==> src/rtl/axis_rx_gearbox_64to128.sv <==
// axis_rx_gearbox_64to128
//   Packs 64-bit AXI-Stream beats into 128-bit words {high beat, low beat} and
//   buffers them in a small first-word-fall-through FIFO. s_axis_tready follows
//   the FIFO fill level, so upstream sees real backpressure. A frame that ends
//   on a low half is padded in [127:64] with PAD_BYTE.
//   Optional feature macro: AXIS_RX_STATS_EN adds o_frame_cnt / o_pad_cnt.
module axis_rx_gearbox_64to128 #(
    parameter int          DEPTH_LOG2 = 2,
    parameter logic [7:0]  PAD_BYTE   = 8'h00
) (
    input  logic                  clk,
    input  logic                  rst,
    input  logic                  i_clear,
    input  logic [63:0]           s_axis_tdata,
    input  logic                  s_axis_tvalid,
    output logic                  s_axis_tready,
    input  logic                  s_axis_tlast,
    output logic [127:0]          m_vec_data,
    output logic                  m_vec_valid,
    input  logic                  m_vec_ready,
    output logic                  m_vec_last,
    output logic                  o_partial,
    output logic [DEPTH_LOG2:0]   o_fill
`ifdef AXIS_RX_STATS_EN
    ,
    output logic [15:0]           o_frame_cnt,
    output logic [15:0]           o_pad_cnt
`endif
);

    localparam int                DEPTH    = 1 << DEPTH_LOG2;
    localparam logic [DEPTH_LOG2:0] FILL_MAX = (DEPTH_LOG2 + 1)'(DEPTH);

    typedef enum logic {
        S_LO = 1'b0,
        S_HI = 1'b1
    } state_t;

    state_t                  r_state;
    state_t                  w_state_nxt;
    logic [63:0]             r_hold;
    logic [128:0]            r_mem [DEPTH];
    logic [DEPTH_LOG2-1:0]   r_wptr;
    logic [DEPTH_LOG2-1:0]   r_rptr;
    logic [DEPTH_LOG2:0]     r_fill;

    logic                    w_full;
    logic                    w_empty;
    logic                    w_accept;
    logic                    w_pop;
    logic                    w_push;
    logic                    w_hold_load;
    logic [127:0]            w_push_data;
    logic                    w_push_last;
    logic                    w_flush;

    // Flush has the same effect as reset; rst simply wins by being OR'ed in.
    assign w_flush  = rst | i_clear;

    assign w_full   = (r_fill == FILL_MAX);
    assign w_empty  = (r_fill == '0);

    // Ready depends on the occupancy count only, never on the FSM or on tvalid.
    assign s_axis_tready = !w_full;
    assign w_accept      = s_axis_tvalid & s_axis_tready;
    assign w_pop         = !w_empty & m_vec_ready;

    // Next-state and push decode: pair two beats, or pad a lone final low half.
    always_comb begin
        // NOTE: every signal gets a default before the case so no latch is inferred.
        w_state_nxt = r_state;
        w_push      = 1'b0;
        w_push_data = '0;
        w_push_last = 1'b0;
        w_hold_load = 1'b0;
        case (r_state)
            S_LO: begin
                if (w_accept) begin
                    if (s_axis_tlast) begin
                        w_push      = 1'b1;
                        w_push_data = {{8{PAD_BYTE}}, s_axis_tdata};
                        w_push_last = 1'b1;
                    end else begin
                        w_hold_load = 1'b1;
                        w_state_nxt = S_HI;
                    end
                end
            end
            S_HI: begin
                if (w_accept) begin
                    w_push      = 1'b1;
                    w_push_data = {s_axis_tdata, r_hold};
                    w_push_last = s_axis_tlast;
                    w_state_nxt = S_LO;
                end
            end
            default: w_state_nxt = S_LO;
        endcase
    end

    // State register; a flush forces the next beat to be treated as a low half.
    always_ff @(posedge clk) begin
        // NOTE: sequential state uses non-blocking assignments only.
        if (w_flush) begin
            r_state <= S_LO;
        end else begin
            r_state <= w_state_nxt;
        end
    end

    // Low-half holding register; its content is ignored outside S_HI.
    always_ff @(posedge clk) begin
        if (w_hold_load) begin
            r_hold <= s_axis_tdata;
        end
    end

    // FIFO storage: {last, data} per entry.
    always_ff @(posedge clk) begin
        // NOTE: the storage array is not reset; the empty flag masks stale entries.
        if (w_push) begin
            r_mem[r_wptr] <= {w_push_last, w_push_data};
        end
    end

    // FIFO pointers and occupancy; pointers wrap naturally at DEPTH.
    always_ff @(posedge clk) begin
        if (w_flush) begin
            r_wptr <= '0;
            r_rptr <= '0;
            r_fill <= '0;
        end else begin
            if (w_push) begin
                r_wptr <= r_wptr + 1'b1;
            end
            if (w_pop) begin
                r_rptr <= r_rptr + 1'b1;
            end
            case ({w_push, w_pop})
                2'b10:   r_fill <= r_fill + 1'b1;
                2'b01:   r_fill <= r_fill - 1'b1;
                default: r_fill <= r_fill;
            endcase
        end
    end

    // Head of FIFO is shown directly; zero while empty so outputs are clean after flush.
    assign m_vec_valid = !w_empty;
    assign m_vec_data  = w_empty ? '0   : r_mem[r_rptr][127:0];
    assign m_vec_last  = w_empty ? 1'b0 : r_mem[r_rptr][128];
    assign o_partial   = (r_state == S_HI);
    assign o_fill      = r_fill;

`ifdef AXIS_RX_STATS_EN
    logic        w_pad_push;
    logic [15:0] r_frame_cnt;
    logic [15:0] r_pad_cnt;

    // A push from S_LO can only be a padded tail word.
    assign w_pad_push = w_push & (r_state == S_LO);

    // Frame and pad counters; 16-bit wrap is intentional.
    always_ff @(posedge clk) begin
        if (w_flush) begin
            r_frame_cnt <= '0;
            r_pad_cnt   <= '0;
        end else begin
            if (w_push & w_push_last) begin
                r_frame_cnt <= r_frame_cnt + 16'd1;
            end
            if (w_pad_push) begin
                r_pad_cnt <= r_pad_cnt + 16'd1;
            end
        end
    end

    assign o_frame_cnt = r_frame_cnt;
    assign o_pad_cnt   = r_pad_cnt;
`endif

endmodule

==> config.mk <==
export PLATFORM = sky130hd
export DESIGN_NAME = axis_rx_gearbox_64to128
export DESIGN_NICKNAME = d
export VERILOG_FILES = /design/src/rtl/axis_rx_gearbox_64to128.sv
export SDC_FILE = /design/constraint.sdc
export NUM_CORES = 1
export LEC_CHECK = 0
export ABC_AREA = 1
export BUFFER_PORTS_ARGS = -buffer_cell sky130_fd_sc_hd__buf_2
export CORE_ASPECT_RATIO = 0.7
export CORE_MARGIN = 2
export CORE_UTILIZATION = 60
export CTS_BUF_LIST = sky130_fd_sc_hd__clkbuf_16
export DETAILED_ROUTE_END_ITERATION = 7
export PLACE_DENSITY = 0.8
export SETUP_SLACK_MARGIN = 0.3
export SYNTH_ARGS = -nofsm -noshare
export SYNTH_HDL_FRONTEND = slang
export SYNTH_SLANG_ARGS = --single-unit
==> constraint.sdc <==
create_clock -name clk -period 10.9 [get_ports clk]
set_input_delay 1.09 -clock clk [delete_from_list [all_inputs] [get_ports clk]]
set_output_delay 1.09 -clock clk [all_outputs]
set_load 0.05 [all_outputs]
==> impl_metrics.tcl <==
set metrics [dict create \
    status "finished clean" \
    die_x_um 245 \
    wl_um 57100 \
    synth_top_area_cell "edfxtp_1" \
    min_path_type "reg2reg" \
    place.gp.congestion 0.780 \
    io_buffers 204 \
    yosysUniqueCellTypes 23 \
    area_growth_pct 11.4 \
    cts_resized 0 \
    htree_levels 2 \
    finClkSkew_ps 23.1 \
    clk_latency_ps 590 \
    start_util 0.610 \
    finalCritPeriodShare 0.485 \
    reg2reg_from "o_partial" \
    diodes 0 \
    worst_path_most_repeated_cell "buf_4" \
    ff2ff_path_depth 5 \
    routed_via_density 5.68 \
    ir_drop_mv 0.162 \
    max_stage_delay_ps 930 \
    maxCapViolations 0 \
    finalInstanceArea_mm2 0.0271 \
    p_leak_nw 10.1 \
    dr.pass1.iters 5 \
    arrival_ps 4190 \
    yosysMostFrequentCell "nor2_1" \
    hpwlAfterDp_um 30000 \
    pwr_density_cell_mw_per_mm2 176 \
    critical_path_class "reg2out" \
    clk_path_buf_depth 3 \
    r2r_end "r_mem[2][29]" \
    track_usage 0.269 \
    crit_chain "buf_4 -> inv_6 -> buf_4 -> o21ai_0 -> a21oi_1 -> buf_2" \
    min_period_ps 5280 \
    worst_slew_pin_slew_ps 1200 \
    ys_ff_latch 590 \
    synth_cells 2150 \
    synth_nets 2226 \
    dpl_cell_area_mm2 0.0255 \
    ys_warn_count 0 \
    multi_input_area_mm2 0.00565 \
    cts_buffers 53 \
    required_ps 9810 \
    synthArstFlopShare 0 \
    worst-path-max-fanout 134 \
    post-cts-setup-buffer-count 0 \
    die_area_mm2 0.0422 \
    ys.flop_type "edfxtp_1" \
    first_global_vias 16000 \
    synthTopCellsByArea "edfxtp_1, nor2_1, o21ai_0" \
    rsz0062_at_grt "false" \
    endpoint "m_vec_data[17]" \
    start_kind "flop" \
    nFillCells 2825 \
    holdBufCountCts 0 \
    avgSynthCellArea_um2 11.3 \
    clk_pin_slew_ps 60 \
    drtIter0Drc 1881 \
    antenna_found_initial 1 \
    cp-end-kind "output port" \
    ctsRootBufferMaster "clkbuf_16" \
    drive_gt1_frac 0.133 \
    grt_max_degree 135 \
    layout.nets 2373 \
    drtAntennaViolNets 0 \
    grt_pass1_wl_um 86900 \
    gr-total-overflow 0 \
    synth.top_cells.by_count "nor2_1, edfxtp_1, nand2_1, o21ai_0, a21oi_1" \
    io-pin-count 205 \
    cts_tree "yes" \
    hold_violations 0 \
    rrSetupSlack_ps 7730 \
    regArea_mm2 0.0176 \
    max-slew-margin-rel 0.200 \
    core_area_mm2 0.0398 \
    die_h_um 172 \
    synth_area_mm2 0.0243 \
    rows 61 \
    cpMaxStageDelayCell "buf_4" \
    wl_per_cell_um 19.9 \
    drc_errors 0 \
    max_freq_ghz 0.189 \
    routed-via-count 16300 \
    synth_edf_count 580 \
    synth_top_area_share 0.716 \
    ys_seq_area_frac 0.725 \
    cts.sinks 590 \
    tns_ps 0 \
    setup_viol 0 \
    drv_slew 0 \
]
## through the flow
| step | utilization | instances | total power [mW] | hold slack, ps | setup WS (ps) |
|---|---|---|---|---|---|
| after floorplan | - | 2150 | 2.93 | 481 | 3420 |
| after global placement | 0.639 | 2777 | 3.04 | 489 | 6070 |
| after detailed placement | 0.639 | 2777 | 3.05 | 493 | 6040 |
| after CTS | 0.680 | 2866 | 4.79 | 504 | 5650 |
| after global routing | 0.680 | 2866 | 4.91 | 541 | 5340 |
| final | 0.680 | 2866 | 4.78 | 504 | 5620 |
## layer usage
layer,global-route usage,vias up,wire length [um]
met5,0,-,12
met4,0.106,2,1880
met3,0.0421,128,5080
met2,0.449,794,27700
met1,0.361,7777,22400
li1,-,7582,-
## worst max-delay path, delay by kind of cell, from the launching register on
family                 cells  cell delay (ps)
DFF                        1              330
buffers and inverters      4             2480
AOI/OAI and AO/OA          2              640
## worst min path at each step
stage                     cells after the start      start   endpoint  slack, ps
after global routing                          2  r_rptr[1]       flop        540
final                                         2  r_rptr[1]       flop        500
after floorplan                               2  r_rptr[1]       flop        480
after global placement                        2  r_rptr[1]       flop        490
after CTS                                     2  r_rptr[1]       flop        500
after detailed placement                      1  o_fill[0]  o_fill[0]        490
## registers in the layout, summed over array words and instances (netlist names), named ones only
signal	cells
o_partial	1
r_mem	516
r_hold	64
o_fill	3
r_rptr	2
r_wptr	2
## placed cells by master, fill, tap and decap left out, types with 5 or more instances in the layout
cell type,synthesis,final
nor2_1,658,653
a21oi_1,132,132
edfxtp_1,580,580
ha_1,5,5
inv_1,85,90
clkbuf_16,0,53
o21ai_0,258,258
clkinv_1,0,12
buf_4,33,21
buf_2,34,204
nand2_1,272,272
dfxtp_1,10,8
nor2_4,1,6
clkinv_2,0,9
## cell type report
cell class                      instances  share of cell area
Multi-Input combinational cell       1339               0.209
Sequential cell                       590               0.651
Clock inverter                         36              0.0106
Inverter                               88              0.0126
Tap cell                              535              0.0247
Timing Repair Buffer                  225              0.0435
Clock buffer                           53              0.0490
## kinds of logic after synthesis
kind of cell | after synthesis | share of synthesized area
and+or+nand+nor | 939 | 0.146
DFF | 590 | 0.725
buffers and inverters | 221 | 0.0443
AOI/OAI and AO/OA | 394 | 0.0812
adders and majority gates | 6 | 0.00340
## where the power goes
part	internal, mW	total [mW]	switching (mW)
Sequential	2.55	2.57	0.0154
Clock	0.974	1.77	0.797
Combinational	0.0852	0.440	0.355
(Power assumes the default switching activity.)
